### src/rtl/beta_pkg.sv
// rtl/beta_pkg.sv - shared constants and state encoding for the Beta boot loader
package beta_pkg;
    localparam int WORD_WIDTH = 32;
    localparam int BYTE_WIDTH = 8;

    localparam logic [2:0] ST_IDLE   = 3'd0;
    localparam logic [2:0] ST_LEN_LO = 3'd1;
    localparam logic [2:0] ST_LEN_HI = 3'd2;
    localparam logic [2:0] ST_DATA   = 3'd3;
    localparam logic [2:0] ST_CHECK  = 3'd4;
    localparam logic [2:0] ST_RUN    = 3'd5;
    localparam logic [2:0] ST_ERROR  = 3'd6;

    // States in which the loader consumes bytes from the stream.
    function automatic logic is_loading(input logic [2:0] s);
        return (s == ST_LEN_LO) || (s == ST_LEN_HI) || (s == ST_DATA) || (s == ST_CHECK);
    endfunction
endpackage

### src/rtl/boot_word_assembler.sv
// rtl/boot_word_assembler.sv - little-endian byte-to-word shifter with running XOR checksum
module boot_word_assembler
    import beta_pkg::*;
(
    input  logic                  clk,
    input  logic                  resetn,
    input  logic                  clear,
    input  logic                  byte_en,
    input  logic [BYTE_WIDTH-1:0] byte_data,
    output logic [1:0]            lane,
    output logic [WORD_WIDTH-1:0] word,
    output logic                  word_valid,
    output logic [BYTE_WIDTH-1:0] checksum
);
    logic [WORD_WIDTH-1:0] shift;
    logic [WORD_WIDTH-1:0] shift_next;

    // New bytes enter at the top so the first byte ends up in bits 7:0.
    assign shift_next = {byte_data, shift[WORD_WIDTH-1:BYTE_WIDTH]};

    always_ff @(posedge clk) begin
        if (!resetn) begin
            shift      <= '0;
            lane       <= '0;
            word       <= '0;
            word_valid <= 1'b0;
            checksum   <= '0;
        end else if (clear) begin
            shift      <= '0;
            lane       <= '0;
            word_valid <= 1'b0;
            checksum   <= '0;
        end else begin
            word_valid <= byte_en && (lane == 2'd3);
            if (byte_en) begin
                shift    <= shift_next;
                lane     <= lane + 2'd1;
                checksum <= checksum ^ byte_data;
                if (lane == 2'd3) begin
                    word <= shift_next;
                end
            end
        end
    end
endmodule

### src/rtl/beta_boot_loader.sv
// rtl/beta_boot_loader.sv - streams a checksummed program image into instruction memory and releases the CPU
module beta_boot_loader
    import beta_pkg::*;
#(
    parameter int ADDR_WIDTH = 10
) (
    input  logic                  clk,
    input  logic                  reset,
    input  logic                  start,
    input  logic [7:0]            rx_data,
    input  logic                  rx_valid,
    output logic                  rx_ready,
    output logic                  imem_we,
    output logic [ADDR_WIDTH-1:0] imem_addr,
    output logic [31:0]           imem_wdata,
    output logic                  runCPU,
    output logic                  busy,
    output logic                  error
);
    localparam logic [16:0] MAX_WORDS = 17'(1) << ADDR_WIDTH;

    logic [2:0]  state;
    logic [2:0]  next_state;
    logic [7:0]  len_lo;
    logic [15:0] len;
    logic [16:0] word_count;
    logic [16:0] hdr_len;
    logic        accept;
    logic        load_go;
    logic        byte_en;
    logic        word_end;
    logic [1:0]  lane;
    logic [7:0]  checksum;

    assign accept   = rx_valid && rx_ready;
    assign load_go  = start && ((state == ST_IDLE) || (state == ST_ERROR));
    assign byte_en  = accept && (state == ST_DATA);
    assign word_end = byte_en && (lane == 2'd3);
    assign hdr_len  = {1'b0, rx_data, len_lo};

    boot_word_assembler u_asm (
        .clk        (clk),
        .resetn     (reset),
        .clear      (load_go),
        .byte_en    (byte_en),
        .byte_data  (rx_data),
        .lane       (lane),
        .word       (imem_wdata),
        .word_valid (imem_we),
        .checksum   (checksum)
    );

    always_comb begin
        next_state = state;
        case (state)
            ST_IDLE, ST_ERROR: if (start) next_state = ST_LEN_LO;
            ST_LEN_LO: if (accept) next_state = ST_LEN_HI;
            ST_LEN_HI: begin
                if (accept) begin
                    if (hdr_len > MAX_WORDS)  next_state = ST_ERROR;
                    else if (hdr_len == '0)   next_state = ST_CHECK;
                    else                      next_state = ST_DATA;
                end
            end
            ST_DATA: if (word_end && (word_count + 17'd1 == {1'b0, len})) next_state = ST_CHECK;
            ST_CHECK: if (accept) next_state = (rx_data == checksum) ? ST_RUN : ST_ERROR;
            default: next_state = state;
        endcase
    end

    // Status outputs are registered from next_state so they line up with the state register.
    always_ff @(posedge clk) begin
        if (!reset) begin
            state      <= ST_IDLE;
            rx_ready   <= 1'b0;
            busy       <= 1'b0;
            error      <= 1'b0;
            runCPU     <= 1'b0;
            len_lo     <= '0;
            len        <= '0;
            word_count <= '0;
            imem_addr  <= '0;
        end else begin
            state    <= next_state;
            rx_ready <= is_loading(next_state);
            busy     <= is_loading(next_state);
            error    <= (next_state == ST_ERROR);
            runCPU   <= (next_state == ST_RUN);
            if (load_go) begin
                word_count <= '0;
                imem_addr  <= '0;
            end
            if (accept && (state == ST_LEN_LO)) len_lo <= rx_data;
            if (accept && (state == ST_LEN_HI)) len <= hdr_len[15:0];
            if (word_end) begin
                imem_addr  <= word_count[ADDR_WIDTH-1:0];
                word_count <= word_count + 17'd1;
            end
        end
    end
endmodule

### config.mk
export PLATFORM = sky130hd
export DESIGN_NAME = beta_boot_loader
export DESIGN_NICKNAME = d
export VERILOG_FILES = /design/src/rtl/beta_pkg.sv /design/src/rtl/boot_word_assembler.sv /design/src/rtl/beta_boot_loader.sv
export SDC_FILE = /design/constraint.sdc
export NUM_CORES = 1
export LEC_CHECK = 0
export CAP_MARGIN = 20
export CORE_MARGIN = 4
export CORE_UTILIZATION = 45
export CTS_CLUSTER_SIZE = 16
export DETAILED_ROUTE_END_ITERATION = 6
export HOLD_SLACK_MARGIN = 0.03
export PLACE_DENSITY = 0.66
export SLEW_MARGIN = 40
export SYNTH_ARGS = -nofsm -noshare
export SYNTH_HDL_FRONTEND = slang
export SYNTH_SLANG_ARGS = --single-unit
### constraint.sdc
create_clock -name clk -period 4.9 [get_ports clk]
set_input_delay 0.735 -clock clk [delete_from_list [all_inputs] [get_ports clk]]
set_output_delay 0.735 -clock clk [all_outputs]
set_load 0.1 [all_outputs]
==> report_table.html, run 1 <==
<table>
<tr><th>Metric</th><th>Value</th></tr>
<tr><th colspan="2">CTS</th></tr>
<tr><td>Clock latency on the worst-skew pair</td><td>410 ps</td></tr>
<tr><td>Post-CTS Setup Bufs</td><td>0</td></tr>
<tr><td>Root Buffer</td><td>sky130_fd_sc_hd__clkbuf_16</td></tr>
<tr><td>CTS Hold Buffers Added</td><td>0</td></tr>
<tr><td>Sinks on the clock net</td><td>around 120</td></tr>
<tr><td>Max Buffers Root-to-Sink</td><td>2</td></tr>
<tr><td>Clock-pin transition on the worst setup and hold timing paths</td><td>roughly 50 ps</td></tr>
<tr><td>Number of clock buffers inserted by TritonCTS</td><td>17</td></tr>
<tr><td>Post-cts repair resize count</td><td>0</td></tr>
<tr><td>Max H-tree Level</td><td>4</td></tr>
<tr><td>CTS tree</td><td>done</td></tr>
<tr><th colspan="2">Synthesis</th></tr>
<tr><td>Number of flops mapped to enable cells by yosys</td><td>0</td></tr>
<tr><td>Share of synthesized area spent on multiplexers</td><td>0.0144</td></tr>
<tr><td>Main area contributors after synthesis</td><td>sky130_fd_sc_hd__dfxtp_1 45%, sky130_fd_sc_hd__nand2_1 12%, sky130_fd_sc_hd__a21oi_1 8.7%</td></tr>
<tr><td>Combined area of all synthesized cells</td><td>~5600 um2</td></tr>
<tr><td>Post-synthesis async set-or-reset flop share</td><td>0</td></tr>
<tr><td>Distinct cell type count after synthesis</td><td>between 50 and 60</td></tr>
<tr><td>Number of synthesized register bits</td><td>around 120</td></tr>
<tr><td>Combinational family with the most area after synthesis</td><td>simple AND/OR/NAND/NOR gates</td></tr>
<tr><td>Net count after synthesis</td><td>a little over 700</td></tr>
<tr><td>Count of yosys warnings during synthesis</td><td>0</td></tr>
<tr><td>Area fraction of the dominant cell type after synthesis</td><td>0.446</td></tr>
<tr><td>Area leader, netlist</td><td>sky130_fd_sc_hd__dfxtp_1</td></tr>
<tr><td>Synth Area in Adders</td><td>0.00450</td></tr>
<tr><td>Area fraction in compound gates after synthesis</td><td>0.184</td></tr>
<tr><td>Simple-Gate Fraction of Synth Area</td><td>0.260</td></tr>
<tr><td>Average footprint of a synthesized cell</td><td>~7.9 um2</td></tr>
<tr><td>Seq/Total Area, Yosys</td><td>0.446</td></tr>
<tr><td>Xor and xnor fraction of the mapped netlist area</td><td>0.0535</td></tr>
<tr><td>Gate Count Post-Synth</td><td>~710</td></tr>
<tr><td>Most used flip-flop cell after synthesis</td><td>sky130_fd_sc_hd__dfxtp_1</td></tr>
<tr><th colspan="2">Critical path</th></tr>
<tr><td>Capture point of the worst path</td><td>runCPU$_SDFF_PN0_</td></tr>
<tr><td>Destination of the worst register-to-register timing path</td><td>runCPU$_SDFF_PN0_</td></tr>
<tr><td>Slowest-stage cell, CP</td><td>sky130_fd_sc_hd__dfxtp_1</td></tr>
<tr><td>Peak per-stage delay on the critical path</td><td>590 ps</td></tr>
<tr><td>Critical-path maximum fanout</td><td>13</td></tr>
<tr><td>Startpoint Class</td><td>register</td></tr>
<tr><td>Type of the worst setup path</td><td>reg2reg</td></tr>
<tr><td>Critical path arrival</td><td>about 3700 ps</td></tr>
<tr><td>Worst EP required</td><td>5190 ps</td></tr>
<tr><td>R2r worst-path depth</td><td>7</td></tr>
<tr><td>Worst reg2reg setup slack</td><td>roughly 1500 ps</td></tr>
<tr><td>Element type at the critical path end</td><td>register</td></tr>
<tr><td>Ordered list of cells on the worst path</td><td>nand3_1 -&gt; nor3_4 -&gt; a21oi_1 -&gt; or4_1 -&gt; and2_1 -&gt; or4_4 -&gt; a2111oi_2</td></tr>
<tr><td>RR Startpoint</td><td>word_count[6]$_SDFFE_PN0P_</td></tr>
<tr><td>Critical path startpoint</td><td>word_count[6]$_SDFFE_PN0P_</td></tr>
<tr><th colspan="2">Global routing</th></tr>
<tr><td>Global routing usage summed across all routing layers</td><td>0.206</td></tr>
<tr><td>Wire length of the first global-routing pass</td><td>~24,000 um</td></tr>
<tr><td>Total congestion overflow</td><td>0</td></tr>
<tr><td>Number of antenna violations at the first check in global routing</td><td>0</td></tr>
<tr><td>Number of global-route vias before repair</td><td>about 4,800</td></tr>
<tr><td>Maximum number of pins on one net before global-route repair</td><td>52</td></tr>
<tr><th colspan="2">Cells and area</th></tr>
<tr><td>Signed area change from the synthesized netlist to the final layout</td><td>18.0%</td></tr>
<tr><td>Number of non-filler instances in the completed layout</td><td>about 920</td></tr>
<tr><td>Footprint of the flip-flops and latches</td><td>roughly 2500 um2</td></tr>
<tr><td>Multi-input gate area</td><td>a little under 3000 um2</td></tr>
<tr><td>Fraction of the core area covered by cells at the end of the flow</td><td>0.545</td></tr>
<tr><td>Ant diodes</td><td>0</td></tr>
<tr><td>Final #Nets</td><td>~760</td></tr>
<tr><td>Share of cells above drive strength 1</td><td>0.127</td></tr>
<tr><td>Fillcell total</td><td>around 1,100</td></tr>
<tr><th colspan="2">Drt</th></tr>
<tr><td>Routed wire length</td><td>between 10,000 and 15,000 um</td></tr>
<tr><td>DR vias</td><td>about 5,100</td></tr>
<tr><td>Post-detailed-route wirelength per cell</td><td>~16 um</td></tr>
<tr><td>Drt initial violations</td><td>370</td></tr>
<tr><td>Total iterations of the first detailed-routing run</td><td>5</td></tr>
<tr><td>Vias per cell</td><td>around 5.5</td></tr>
<tr><td>Residual antenna-violating net count after detailed routing</td><td>0</td></tr>
<tr><td>DRC violations left</td><td>0</td></tr>
<tr><th colspan="2">STA</th></tr>
<tr><td>Min cycle time layout</td><td>3400 ps</td></tr>
<tr><td>Actual transition at the worst max-transition pin</td><td>~670 ps</td></tr>
<tr><td>Period utilisation layout</td><td>0.693</td></tr>
<tr><td>Hold Violations, Final</td><td>0</td></tr>
<tr><td>Max Freq</td><td>294 MHz</td></tr>
<tr><td>Skew final</td><td>between 4 and 5 ps</td></tr>
<tr><td>Sum of negative setup slack</td><td>0 ps</td></tr>
<tr><td>Final setup viols</td><td>0</td></tr>
<tr><td>Min Hold Slack</td><td>roughly 450 ps</td></tr>
<tr><td>Slew headroom</td><td>0.552</td></tr>
<tr><td>RSZ-0062 raised after global routing</td><td>no</td></tr>
<tr><td>Pins Over Slew Limit</td><td>0</td></tr>
<tr><th colspan="2">Power</th></tr>
<tr><td>Pwr Density</td><td>around 350 nW/um2</td></tr>
<tr><td>Logic pwr share</td><td>0.042</td></tr>
<tr><td>P_int</td><td>approximately 1.8 mW</td></tr>
<tr><td>IR drop worst, VDD</td><td>about 0.27 mV</td></tr>
<tr><td>Sw power</td><td>502 uW</td></tr>
<tr><td>Power Total</td><td>2.33 mW</td></tr>
<tr><td>Proportion of power drawn by the clock network</td><td>0.520</td></tr>
<tr><td>Sequential Power Share</td><td>0.437</td></tr>
<tr><td>Switching portion of total power</td><td>0.216</td></tr>
<tr><td>Leakage power figure</td><td>about 2.4 nW</td></tr>
<tr><th colspan="2">Floorplan</th></tr>
<tr><td>Height of the die</td><td>119 um</td></tr>
<tr><td>Std-Cell Core Area</td><td>roughly 12,000 um2</td></tr>
<tr><td>Core Rows</td><td>40</td></tr>
<tr><td>I/O pin total</td><td>slightly below 60</td></tr>
<tr><td>Die outline width</td><td>119 um</td></tr>
<tr><td>Area enclosed by the die boundary</td><td>14,200 um2</td></tr>
<tr><td>Initial Util</td><td>0.462</td></tr>
<tr><th colspan="2">Run</th></tr>
<tr><td>Max cap viols</td><td>0</td></tr>
<tr><th colspan="2">Status</th></tr>
<tr><td>Status</td><td>completed</td></tr>
<tr><th colspan="2">Min path</th></tr>
<tr><td>Hold/Removal Path Class</td><td>reg2reg</td></tr>
<tr><td>Hold path depth</td><td>2</td></tr>
<tr><th colspan="2">Placed design</th></tr>
<tr><td>Count of buffers inserted at the top-level ports</td><td>58</td></tr>
<tr><td>Placer's final routability congestion estimate</td><td>~0.9</td></tr>
<tr><td>DP Wirelength</td><td>approximately 10000 um</td></tr>
<tr><td>Cell count after placement</td><td>894</td></tr>
</table>
==> power by group through the flow <==
stage	registers, mW	logic, mW	clock network (mW)
final	1.02	0.0984	1.21
after global routing	1.02	0.107	1.28
after CTS	1.02	0.0982	1.23
after detailed placement	1.04	0.0980	0
after floorplan	1.04	0.0608	0
after global placement	1.04	0.0978	0
==> synthesized netlist by cell type (all sizes together), types with 11 or more instances <==
master and instances:
nand2 178, dfxtp 124, a21oi 97, nor2 53
clkbuf 32, o21ai 18, xnor2 17, xor2 17
buf 16, nand3 12, nor3 12, a22oi 11
a31oi 11, nand4 11
==> layout by cell type, fill, tap and decap left out, types with 3 or more instances in the layout <==
cell type                         netlist  final
sky130_fd_sc_hd__mux2i_1                8      8
sky130_fd_sc_hd__nor2b_1                6      6
sky130_fd_sc_hd__o31a_1                 3      3
sky130_fd_sc_hd__clkinv_2               0      3
sky130_fd_sc_hd__a21boi_0               3      3
sky130_fd_sc_hd__nand2_1              178    176
sky130_fd_sc_hd__nand4_1               10     10
sky130_fd_sc_hd__or3_1                  3      3
sky130_fd_sc_hd__xor2_1                17     17
sky130_fd_sc_hd__and2_1                 5      4
sky130_fd_sc_hd__and4_1                 6      6
sky130_fd_sc_hd__o31ai_1                3      3
sky130_fd_sc_hd__dfxtp_1              124    124
sky130_fd_sc_hd__a311oi_1               4      4
sky130_fd_sc_hd__o21a_1                 4      4
sky130_fd_sc_hd__a21oi_1               97     97
sky130_fd_sc_hd__nor3_1                11     11
sky130_fd_sc_hd__nand3_1               12     11
sky130_fd_sc_hd__xnor2_1               17     17
sky130_fd_sc_hd__a22oi_1               11     11
sky130_fd_sc_hd__nor4_1                 7      7
sky130_fd_sc_hd__buf_4                  2      7
sky130_fd_sc_hd__a211oi_1               3      3
sky130_fd_sc_hd__clkdlybuf4s50_1        0     11
sky130_fd_sc_hd__clkbuf_8               0      4
sky130_fd_sc_hd__inv_1                  5      4
sky130_fd_sc_hd__clkbuf_16              0     17
sky130_fd_sc_hd__a31oi_1               11     11
sky130_fd_sc_hd__nor2_1                53     53
sky130_fd_sc_hd__and3_1                 4      4
sky130_fd_sc_hd__o21ai_0               18     18
sky130_fd_sc_hd__or4_1                  5      5
sky130_fd_sc_hd__buf_2                  4     47
==> worst max-delay path: cells and delay by family, from the launching register on <==
| family | cells | cell delay, ps |
|---|---|---|
| compound gates | 2 | 440 |
| flops | 1 | 590 |
| simple gates | 5 | 2240 |
==> metrics by stage <==
step | cell area (um2) | setup WS, ps
final | 6570 | 1500
after global routing | 6570 | 1380
after CTS | 6570 | 1550
after detailed placement | 5990 | 1380
after global placement | 6220 | 1440
after floorplan | 5570 | 2090
==> metal layers <==
layer,track usage,vias to the layer above,share of wire
met5,0,-,0
met1,0.244,2355,0.42
met2,0.351,166,0.50
met3,0.0461,32,0.055
li1,-,2533,-
met4,0.0999,0,0.026
==> cells by family (layout without fill, tap and decap cells) <==
| logic type | count (synthesis) | after routing |
|---|---|---|
| and+or+nand+nor | 316 | 316 |
| adders and majority gates | 2 | 2 |
| buffers and inverters | 53 | 98 |
| muxes | 8 | 8 |
| xor gates and xnor gates | 34 | 34 |
| DFF | 124 | 124 |
| AOI/OAI and AO/OA | 172 | 172 |
==> registers in the layout, indices dropped and copies added, names as in the netlist <==
| signal | cells |
|---|---|
| u_asm.word | 32 |
| u_asm.shift | 24 |
| word_count | 17 |
| len | 16 |
| imem_addr | 10 |
| len_lo | 8 |
| u_asm.checksum | 8 |
| state | 3 |
| u_asm.lane | 2 |
| busy | 1 |
| error | 1 |
| runCPU | 1 |
| u_asm.word_valid | 1 |
==> layout make-up <==
class,count,area share
Inverter,5,0.00324
Sequential cell,124,0.378
Clock buffer,21,0.0732
Clock inverter,7,0.0139
Timing Repair Buffer,65,0.0606
Multi-Input combinational cell,532,0.439
Tap cell,168,0.0320
==> worst min path at each step <==
stage | start | end | slack [ps]
floorplan | u_asm.shift[8]$_SDFFE_PP0P_ | u_asm.word[0]$_SDFFE_PN0P_ | 430
global placement | u_asm.word[18]$_SDFFE_PN0P_ | u_asm.word[18]$_SDFFE_PN0P_ | 440
detailed placement | u_asm.word[15]$_SDFFE_PN0P_ | u_asm.word[15]$_SDFFE_PN0P_ | 440
CTS | u_asm.shift[10]$_SDFFE_PP0P_ | u_asm.word[2]$_SDFFE_PN0P_ | 450
global route | u_asm.word[21]$_SDFFE_PN0P_ | u_asm.word[21]$_SDFFE_PN0P_ | 470
finish | u_asm.shift[10]$_SDFFE_PP0P_ | u_asm.word[2]$_SDFFE_PN0P_ | 450
No activity file was read; power rests on OpenSTA's default activity.
==> inputs of run 2 (changes only) <==
==> constraint.sdc (replaced) <==
create_clock -name clk -period 3.4 [get_ports clk]
set_input_delay 0.51 -clock clk [delete_from_list [all_inputs] [get_ports clk]]
set_output_delay 0.51 -clock clk [all_outputs]
set_load 0.1 [all_outputs]
==> run 2 against run 1 <==
Setup slack got worse by 1100 ps. Power increased by 49%. Via count increased by 2.0%. First-iteration DRC count increased by 23%. Utilization increased by 1.1 points. Final cell count increased by 1.7%. Critical path type unchanged. Critical endpoint unchanged. Largest cell class unchanged.
==> report_table.html, run 2 (synthesized netlist as in run 1, its figures left out) <==
<table>
<tr><th>Metric</th><th>Value</th></tr>
<tr><th colspan="2">Status</th></tr>
<tr><td>Status</td><td>completed (unchanged)</td></tr>
<tr><th colspan="2">Global routing</th></tr>
<tr><td>Number of antenna violations at the first check in global routing</td><td>0 (unchanged)</td></tr>
<tr><td>Number of global-route vias before repair</td><td>5,040 (was 4,832)</td></tr>
<tr><td>Met1 Use GR</td><td>0.261 (was 0.244)</td></tr>
<tr><td>Total congestion overflow</td><td>0 (unchanged)</td></tr>
<tr><td>Maximum number of pins on one net before global-route repair</td><td>67 (was 52)</td></tr>
<tr><td>Met3 GRT Util</td><td>0.0584 (was 0.0461)</td></tr>
<tr><td>Most used routing layer in global routing</td><td>met2 (unchanged)</td></tr>
<tr><td>Met2 usage in global routing</td><td>0.354 (was 0.351)</td></tr>
<tr><td>Global routing usage summed across all routing layers</td><td>0.213 (was 0.206)</td></tr>
<tr><td>Wire length of the first global-routing pass</td><td>24,600 um (was 23,700 um)</td></tr>
<tr><th colspan="2">Placed design</th></tr>
<tr><td>Placer's final routability congestion estimate</td><td>0.940 (was 0.874)</td></tr>
<tr><td>Cell count after placement</td><td>906 (was 894)</td></tr>
<tr><td>Count of buffers inserted at the top-level ports</td><td>58 (unchanged)</td></tr>
<tr><td>Setup slack at placement</td><td>329 ps (was 1380 ps)</td></tr>
<tr><td>DP Wirelength</td><td>10,100 um (was 9790 um)</td></tr>
<tr><th colspan="2">Critical path</th></tr>
<tr><td>R2r worst-path depth</td><td>8 (was 7)</td></tr>
<tr><td>Slowest-stage cell, CP</td><td>sky130_fd_sc_hd__or4b_1 (was sky130_fd_sc_hd__dfxtp_1)</td></tr>
<tr><td>Element type at the critical path end</td><td>register (unchanged)</td></tr>
<tr><td>Peak per-stage delay on the critical path</td><td>470 ps (was 590 ps)</td></tr>
<tr><td>Number of buffers and inverters on the critical path</td><td>0 (unchanged)</td></tr>
<tr><td>Type of the worst setup path</td><td>reg2reg (unchanged)</td></tr>
<tr><td>Family with the most delay on the worst path</td><td>simple AND/OR/NAND/NOR gates (unchanged)</td></tr>
<tr><td>Worst EP required</td><td>3710 ps (was 5190 ps)</td></tr>
<tr><td>Ordered list of cells on the worst path</td><td>ha_1 -&gt; nand4_4 -&gt; or3_4 -&gt; or4b_1 -&gt; a31o_1 -&gt; and2_4 -&gt; or4_4 -&gt; a2111oi_2 (was nand3_1 -&gt; nor3_4 -&gt; a21oi_1 -&gt; or4_1 -&gt; and2_1 -&gt; or4_4 -&gt; a2111oi_2)</td></tr>
<tr><td>Critical-path maximum fanout</td><td>10 (was 13)</td></tr>
<tr><td>Cell count along the critical path</td><td>8 (was 7)</td></tr>
<tr><td>Startpoint Class</td><td>register (unchanged)</td></tr>
<tr><td>Critical path arrival</td><td>3330 ps (was 3690 ps)</td></tr>
<tr><th colspan="2">STA</th></tr>
<tr><td>Pins Over Slew Limit</td><td>0 (unchanged)</td></tr>
<tr><td>RSZ-0062 raised after global routing</td><td>no (unchanged)</td></tr>
<tr><td>Hold Violations, Final</td><td>0 (unchanged)</td></tr>
<tr><td>Max Freq</td><td>331 MHz (was 294 MHz)</td></tr>
<tr><td>Slew headroom</td><td>0.631 (was 0.552)</td></tr>
<tr><td>Min cycle time layout</td><td>3020 ps (was 3400 ps)</td></tr>
<tr><td>Setup slack of the critical path after layout</td><td>382 ps (was 1500 ps)</td></tr>
<tr><td>Sum of negative setup slack</td><td>0 ps (unchanged)</td></tr>
<tr><td>Period utilisation layout</td><td>0.888 (was 0.693)</td></tr>
<tr><td>Final setup viols</td><td>0 (unchanged)</td></tr>
<tr><td>Skew final</td><td>8.64 ps (was 4.89 ps)</td></tr>
<tr><td>Actual transition at the worst max-transition pin</td><td>549 ps (was 669 ps)</td></tr>
<tr><td>Min Hold Slack</td><td>449 ps (was 450 ps)</td></tr>
<tr><th colspan="2">Drt</th></tr>
<tr><td>DR vias</td><td>5,187 (was 5,086)</td></tr>
<tr><td>Vias per cell</td><td>5.53 (was 5.52)</td></tr>
<tr><td>Drt initial violations</td><td>454 (was 370)</td></tr>
<tr><td>DRC violations left</td><td>0 (unchanged)</td></tr>
<tr><td>Routed wire length</td><td>14,800 um (was 14,500 um)</td></tr>
<tr><td>Residual antenna-violating net count after detailed routing</td><td>0 (unchanged)</td></tr>
<tr><td>Post-detailed-route wirelength per cell</td><td>15.8 um (was 15.7 um)</td></tr>
<tr><td>Total iterations of the first detailed-routing run</td><td>5 (unchanged)</td></tr>
<tr><th colspan="2">Floorplan</th></tr>
<tr><td>Initial Util</td><td>0.462 (unchanged)</td></tr>
<tr><td>I/O pin total</td><td>59 (unchanged)</td></tr>
<tr><td>Std-Cell Core Area</td><td>12,100 um2 (unchanged)</td></tr>
<tr><td>Die outline width</td><td>119 um (unchanged)</td></tr>
<tr><td>Area enclosed by the die boundary</td><td>14,200 um2 (unchanged)</td></tr>
<tr><td>Core Rows</td><td>40 (unchanged)</td></tr>
<tr><td>Height of the die</td><td>119 um (unchanged)</td></tr>
<tr><th colspan="2">CTS</th></tr>
<tr><td>Post-CTS Setup Bufs</td><td>0 (unchanged)</td></tr>
<tr><td>Max Buffers Root-to-Sink</td><td>2 (unchanged)</td></tr>
<tr><td>Clock latency on the worst-skew pair</td><td>410 ps (about the same)</td></tr>
<tr><td>CTS tree</td><td>done (unchanged)</td></tr>
<tr><td>Root Buffer</td><td>sky130_fd_sc_hd__clkbuf_16 (unchanged)</td></tr>
<tr><td>CTS Hold Buffers Added</td><td>0 (unchanged)</td></tr>
<tr><td>Max H-tree Level</td><td>4 (unchanged)</td></tr>
<tr><td>Sinks on the clock net</td><td>124 (unchanged)</td></tr>
<tr><td>Post-cts repair resize count</td><td>0 (unchanged)</td></tr>
<tr><td>Clock-pin transition on the worst setup and hold timing paths</td><td>60 ps (was 50 ps)</td></tr>
<tr><td>Number of clock buffers inserted by TritonCTS</td><td>17 (unchanged)</td></tr>
<tr><th colspan="2">Cells and area</th></tr>
<tr><td>Multi-input gate area</td><td>2870 um2 (was 2880 um2)</td></tr>
<tr><td>Leading cell types in the layout, fill and taps excluded</td><td>178 x sky130_fd_sc_hd__nand2_1, 124 x sky130_fd_sc_hd__dfxtp_1, 97 x sky130_fd_sc_hd__a21oi_1, 53 x sky130_fd_sc_hd__nor2_1, 47 x sky130_fd_sc_hd__buf_2 (was 176 x sky130_fd_sc_hd__nand2_1, 124 x sky130_fd_sc_hd__dfxtp_1, 97 x sky130_fd_sc_hd__a21oi_1, 53 x sky130_fd_sc_hd__nor2_1, 47 x sky130_fd_sc_hd__buf_2)</td></tr>
<tr><td>Signed area change from the synthesized netlist to the final layout</td><td>20.4% (was 18.0%)</td></tr>
<tr><td>Footprint of the flip-flops and latches</td><td>2480 um2 (unchanged)</td></tr>
<tr><td>Fillcell total</td><td>1,149 (was 1,131)</td></tr>
<tr><td>Number of flip-flops in the largest register</td><td>32 (unchanged)</td></tr>
<tr><td>Biggest regs</td><td>u_asm.word (32), u_asm.shift (24), word_count (17) (unchanged)</td></tr>
<tr><td>Share of cells above drive strength 1</td><td>0.140 (was 0.127)</td></tr>
<tr><td>Final #Nets</td><td>771 (was 759)</td></tr>
<tr><td>Leading cell type in the layout, fill and taps excluded</td><td>sky130_fd_sc_hd__nand2_1 (unchanged)</td></tr>
<tr><td>Number of non-filler instances in the completed layout</td><td>938 (was 922)</td></tr>
<tr><td>Largest register by flop count</td><td>u_asm.word (unchanged)</td></tr>
<tr><td>Ant diodes</td><td>0 (unchanged)</td></tr>
<tr><th colspan="2">Min path</th></tr>
<tr><td>Hold/Removal Path Class</td><td>reg2reg (unchanged)</td></tr>
<tr><td>Hold path depth</td><td>2 (unchanged)</td></tr>
<tr><th colspan="2">Power</th></tr>
<tr><td>Pwr Density</td><td>520 nW/um2 (was 355 nW/um2)</td></tr>
<tr><td>Leakage power figure</td><td>2.43 nW (was 2.36 nW)</td></tr>
<tr><td>IR drop worst, VDD</td><td>0.341 mV (was 0.266 mV)</td></tr>
<tr><th colspan="2">Run</th></tr>
<tr><td>Max cap viols</td><td>0 (unchanged)</td></tr>
</table>
## run 2: cell types whose count changed in the layout (fill, tap and decap cells not counted), moves of 2 or more
cell                       change
sky130_fd_sc_hd__inv_8         +2
sky130_fd_sc_hd__clkinv_4      +2
sky130_fd_sc_hd__inv_6         +3
sky130_fd_sc_hd__buf_4        +11
sky130_fd_sc_hd__nand2_2       -2
sky130_fd_sc_hd__nand2_1       +2
sky130_fd_sc_hd__clkbuf_8      -4
sky130_fd_sc_hd__clkinv_2      -2
## run 2: worst min-delay path, stage by stage (launching register included)
cell                      delay, ps
sky130_fd_sc_hd__dfxtp_1        300
sky130_fd_sc_hd__nand2_1         50
sky130_fd_sc_hd__a21oi_1         50
## run 2: layout make-up
class	instances	area share
flip-flops and latches	124	0.370
clock buffers	18	0.0641
inverters	5	0.00280
well taps	168	0.0314
multi-input cells	532	0.429
clock inverters	14	0.0276
repair buffers	77	0.0747
## run 2: report_power, final
group	internal [mW]	switching, mW	leakage, nW
logic	0.0438	0.101	1.14
registers	1.46	0.00968	0.999
clock network	1.17	0.698	0.295
## run 2: through the flow
| step | utilization | cell area [um2] | power (mW) |
|---|---|---|---|
| finish | 0.555 | 6700 | 3.48 |
| floorplan | - | 5570 | 1.59 |
| detailed placement | 0.505 | 6090 | 1.64 |
| CTS | 0.555 | 6700 | 3.51 |
| global placement | 0.524 | 6320 | 1.64 |
| global route | 0.555 | 6700 | 3.59 |
## run 2: routing by layer
metal / wire [um] / up-vias / share of wire
met5: 0 / - / 0
met4: 281 / 0 / 0.019
met3: 723 / 25 / 0.049
met2: 7270 / 159 / 0.49
met1: 6520 / 2451 / 0.44
li1: - / 2552 / -
## run 2: path summary, 6_finish.rpt
| kind | slack, ps | endpoint | from |
|---|---|---|---|
| min reg2reg | 450 | imem_addr[2]$_SDFFE_PN0P_ | imem_addr[2]$_SDFFE_PN0P_ |
| min | 450 | imem_addr[2]$_SDFFE_PN0P_ | imem_addr[2]$_SDFFE_PN0P_ |
| max reg2reg | 380 | runCPU$_SDFF_PN0_ | word_count[1]$_SDFFE_PN0P_ |
| max | 380 | runCPU$_SDFF_PN0_ | word_count[1]$_SDFFE_PN0P_ |
==> inputs of run 3 (changes only) <==
--- a/config.mk
+++ b/config.mk
@@ -6,7 +6,7 @@
 export NUM_CORES = 1
 export LEC_CHECK = 0
 export CAP_MARGIN = 20
-export CORE_MARGIN = 4
+export CORE_MARGIN = 8
 export CORE_UTILIZATION = 45
 export CTS_CLUSTER_SIZE = 16
 export DETAILED_ROUTE_END_ITERATION = 6
==> run 3 against run 2 <==
Final cell count did not move. Clock power is 7% lower. Setup slack got worse by 72 ps. Sequential cell count unchanged. Via count shrank 0.40%. Largest cell class unchanged. Highest routed layer unchanged.
==> report_table.html, run 3 (synthesized netlist as in run 1, its figures left out) <==
<table>
<tr><th>Metric</th><th>Value</th></tr>
<tr><th colspan="2">Cells and area</th></tr>
<tr><td>Largest register by flop count</td><td>u_asm.word (unchanged)</td></tr>
<tr><td>Biggest regs</td><td>u_asm.word (32), u_asm.shift (24), word_count (17) (unchanged)</td></tr>
<tr><td>Number of flip-flops in the largest register</td><td>32 (unchanged)</td></tr>
<tr><td>Signed area change from the synthesized netlist to the final layout</td><td>19.9% (was 20.4%)</td></tr>
<tr><td>Final #Nets</td><td>772 (was 771)</td></tr>
<tr><td>Share of cells above drive strength 1</td><td>0.143 (was 0.140)</td></tr>
<tr><td>Ant diodes</td><td>0 (unchanged)</td></tr>
<tr><td>Leading cell type in the layout, fill and taps excluded</td><td>sky130_fd_sc_hd__nand2_1 (unchanged)</td></tr>
<tr><td>Leading cell types in the layout, fill and taps excluded</td><td>178 x sky130_fd_sc_hd__nand2_1, 124 x sky130_fd_sc_hd__dfxtp_1, 97 x sky130_fd_sc_hd__a21oi_1, 52 x sky130_fd_sc_hd__nor2_1, 47 x sky130_fd_sc_hd__buf_2 (was 178 x sky130_fd_sc_hd__nand2_1, 124 x sky130_fd_sc_hd__dfxtp_1, 97 x sky130_fd_sc_hd__a21oi_1, 53 x sky130_fd_sc_hd__nor2_1, 47 x sky130_fd_sc_hd__buf_2)</td></tr>
<tr><td>Number of non-filler instances in the completed layout</td><td>938 (unchanged)</td></tr>
<tr><th colspan="2">Global routing</th></tr>
<tr><td>Number of antenna violations at the first check in global routing</td><td>0 (unchanged)</td></tr>
<tr><td>Most used routing layer in global routing</td><td>met2 (unchanged)</td></tr>
<tr><td>Met3 GRT Util</td><td>0.0603 (was 0.0584)</td></tr>
<tr><td>Maximum number of pins on one net before global-route repair</td><td>64 (was 67)</td></tr>
<tr><td>Met1 Use GR</td><td>0.236 (was 0.261)</td></tr>
<tr><td>Total congestion overflow</td><td>0 (unchanged)</td></tr>
<tr><td>Global routing usage summed across all routing layers</td><td>0.195 (was 0.213)</td></tr>
<tr><td>Wire length of the first global-routing pass</td><td>25,400 um (was 24,600 um)</td></tr>
<tr><td>Met2 usage in global routing</td><td>0.318 (was 0.354)</td></tr>
<tr><td>Number of global-route vias before repair</td><td>4,913 (was 5,040)</td></tr>
<tr><th colspan="2">CTS</th></tr>
<tr><td>Sinks on the clock net</td><td>124 (unchanged)</td></tr>
<tr><td>Clock-pin transition on the worst setup and hold timing paths</td><td>60 ps (about the same)</td></tr>
<tr><td>Clock latency on the worst-skew pair</td><td>410 ps (about the same)</td></tr>
<tr><td>Max H-tree Level</td><td>4 (unchanged)</td></tr>
<tr><td>Max Buffers Root-to-Sink</td><td>2 (unchanged)</td></tr>
<tr><td>Post-CTS Setup Bufs</td><td>0 (unchanged)</td></tr>
<tr><td>Post-cts repair resize count</td><td>0 (unchanged)</td></tr>
<tr><td>CTS Hold Buffers Added</td><td>0 (unchanged)</td></tr>
<tr><td>CTS tree</td><td>done (unchanged)</td></tr>
<tr><td>Root Buffer</td><td>sky130_fd_sc_hd__clkbuf_16 (unchanged)</td></tr>
<tr><td>Number of clock buffers inserted by TritonCTS</td><td>17 (unchanged)</td></tr>
<tr><th colspan="2">Drt</th></tr>
<tr><td>DR vias</td><td>5,166 (was 5,187)</td></tr>
<tr><td>Residual antenna-violating net count after detailed routing</td><td>0 (unchanged)</td></tr>
<tr><td>Total iterations of the first detailed-routing run</td><td>5 (unchanged)</td></tr>
<tr><td>Routed wire length</td><td>15,200 um (was 14,800 um)</td></tr>
<tr><td>DRC violations left</td><td>0 (unchanged)</td></tr>
<tr><td>Drt initial violations</td><td>484 (was 454)</td></tr>
<tr><td>Post-detailed-route wirelength per cell</td><td>16.2 um (was 15.8 um)</td></tr>
<tr><td>Vias per cell</td><td>5.51 (was 5.53)</td></tr>
<tr><th colspan="2">STA</th></tr>
<tr><td>RSZ-0062 raised after global routing</td><td>no (unchanged)</td></tr>
<tr><td>Max Freq</td><td>324 MHz (was 331 MHz)</td></tr>
<tr><td>Min Hold Slack</td><td>450 ps (was 449 ps)</td></tr>
<tr><td>Final setup viols</td><td>0 (unchanged)</td></tr>
<tr><td>Slew headroom</td><td>0.558 (was 0.631)</td></tr>
<tr><td>Skew final</td><td>7.55 ps (was 8.64 ps)</td></tr>
<tr><td>Pins Over Slew Limit</td><td>0 (unchanged)</td></tr>
<tr><td>Min cycle time layout</td><td>3090 ps (was 3020 ps)</td></tr>
<tr><td>Actual transition at the worst max-transition pin</td><td>657 ps (was 549 ps)</td></tr>
<tr><td>Setup slack of the critical path after layout</td><td>310 ps (was 382 ps)</td></tr>
<tr><td>Hold Violations, Final</td><td>0 (unchanged)</td></tr>
<tr><td>Period utilisation layout</td><td>0.909 (was 0.888)</td></tr>
<tr><td>Sum of negative setup slack</td><td>0 ps (unchanged)</td></tr>
<tr><th colspan="2">Floorplan</th></tr>
<tr><td>I/O pin total</td><td>59 (unchanged)</td></tr>
<tr><td>Std-Cell Core Area</td><td>12,100 um2 (unchanged)</td></tr>
<tr><td>Height of the die</td><td>127 um (was 119 um)</td></tr>
<tr><td>Area enclosed by the die boundary</td><td>16,200 um2 (was 14,200 um2)</td></tr>
<tr><td>Initial Util</td><td>0.462 (unchanged)</td></tr>
<tr><td>Die outline width</td><td>127 um (was 119 um)</td></tr>
<tr><td>Core Rows</td><td>40 (unchanged)</td></tr>
<tr><th colspan="2">Placed design</th></tr>
<tr><td>Cell count after placement</td><td>907 (was 906)</td></tr>
<tr><td>Setup slack at placement</td><td>294 ps (was 329 ps)</td></tr>
<tr><td>DP Wirelength</td><td>10,800 um (was 10,100 um)</td></tr>
<tr><td>Placer's final routability congestion estimate</td><td>0.912 (was 0.940)</td></tr>
<tr><td>Count of buffers inserted at the top-level ports</td><td>58 (unchanged)</td></tr>
<tr><th colspan="2">Status</th></tr>
<tr><td>Status</td><td>completed (unchanged)</td></tr>
<tr><th colspan="2">Run</th></tr>
<tr><td>Max cap viols</td><td>0 (unchanged)</td></tr>
<tr><th colspan="2">Critical path</th></tr>
<tr><td>Slowest-stage cell, CP</td><td>sky130_fd_sc_hd__or4b_1 (unchanged)</td></tr>
<tr><td>Worst reg2reg setup slack</td><td>310 ps (was 380 ps)</td></tr>
<tr><td>Family with the most delay on the worst path</td><td>simple AND/OR/NAND/NOR gates (unchanged)</td></tr>
<tr><td>Peak per-stage delay on the critical path</td><td>470 ps (about the same)</td></tr>
<tr><td>Critical path arrival</td><td>3390 ps (was 3330 ps)</td></tr>
<tr><td>Element type at the critical path end</td><td>register (unchanged)</td></tr>
<tr><td>Number of buffers and inverters on the critical path</td><td>0 (unchanged)</td></tr>
<tr><td>Worst EP required</td><td>3700 ps (was 3710 ps)</td></tr>
<tr><td>Startpoint Class</td><td>register (unchanged)</td></tr>
<tr><td>Critical-path maximum fanout</td><td>10 (unchanged)</td></tr>
<tr><td>Type of the worst setup path</td><td>reg2reg (unchanged)</td></tr>
<tr><td>Ordered list of cells on the worst path</td><td>ha_1 -&gt; nand4_4 -&gt; or3_4 -&gt; or4b_1 -&gt; a31o_1 -&gt; and2_4 -&gt; or4_4 -&gt; a2111oi_2 (unchanged)</td></tr>
<tr><th colspan="2">Power</th></tr>
<tr><td>IR drop worst, VDD</td><td>0.376 mV (was 0.341 mV)</td></tr>
<tr><td>Pwr Density</td><td>500 nW/um2 (was 520 nW/um2)</td></tr>
<tr><td>Leakage power figure</td><td>2.42 nW (was 2.43 nW)</td></tr>
<tr><th colspan="2">Min path</th></tr>
<tr><td>Hold/Removal Path Class</td><td>reg2reg (unchanged)</td></tr>
</table>
## run 3: cell count changes in the layout (fill, tap and decap cells not counted), moves of 2 or more
cell / delta
sky130_fd_sc_hd__inv_8: -2
sky130_fd_sc_hd__bufinv_16: -2
sky130_fd_sc_hd__clkbuf_8: +3
sky130_fd_sc_hd__clkinvlp_4: +2
## run 3: final timing paths
path | from | endpoint | depth (start not counted)
setup / recovery | word_count[1]$_SDFFE_PN0P_ | runCPU$_SDFF_PN0_ | 8
hold / removal | u_asm.word[31]$_SDFFE_PN0P_ | u_asm.word[31]$_SDFFE_PN0P_ | 2
setup reg to reg | word_count[1]$_SDFFE_PN0P_ | runCPU$_SDFF_PN0_ | 8
hold reg to reg | u_asm.word[31]$_SDFFE_PN0P_ | u_asm.word[31]$_SDFFE_PN0P_ | 2
## run 3: tightest hold or removal path: stages (launching register included)
cell and delay, ps:
sky130_fd_sc_hd__dfxtp_1 300, sky130_fd_sc_hd__nand2_1 50, sky130_fd_sc_hd__a21oi_1 50
## run 3: final cells by class
class,count,area (um2)
Fill cell,1132,5390
Multi-Input combinational cell,532,2880
Sequential cell,124,2480
Timing Repair Buffer,78,508
Clock buffer,20,467
Tap cell,168,210
Clock inverter,11,113
Inverter,5,18.8
## run 3: through the flow
stage | utilization | power (mW) | cell area, um2
finish | 0.553 | 3.34 | 6680
global route | 0.553 | 3.46 | 6680
CTS | 0.553 | 3.37 | 6670
detailed placement | 0.505 | 1.64 | 6090
global placement | 0.525 | 1.64 | 6330
floorplan | - | 1.59 | 5570
## run 3: where the power goes
group | switching, mW | internal [mW] | total, mW
clock | 0.661 | 1.07 | 1.73
combinational | 0.101 | 0.0438 | 0.144
sequential | 0.0102 | 1.46 | 1.47
total | 0.772 | 2.57 | 3.34
## run 3: per-layer routing
metal  wire length [um]  up-vias
met1               6710     2411
met2               7220      165
met4                350        0
met3                909       32
met5                  0        -
li1                   -     2558
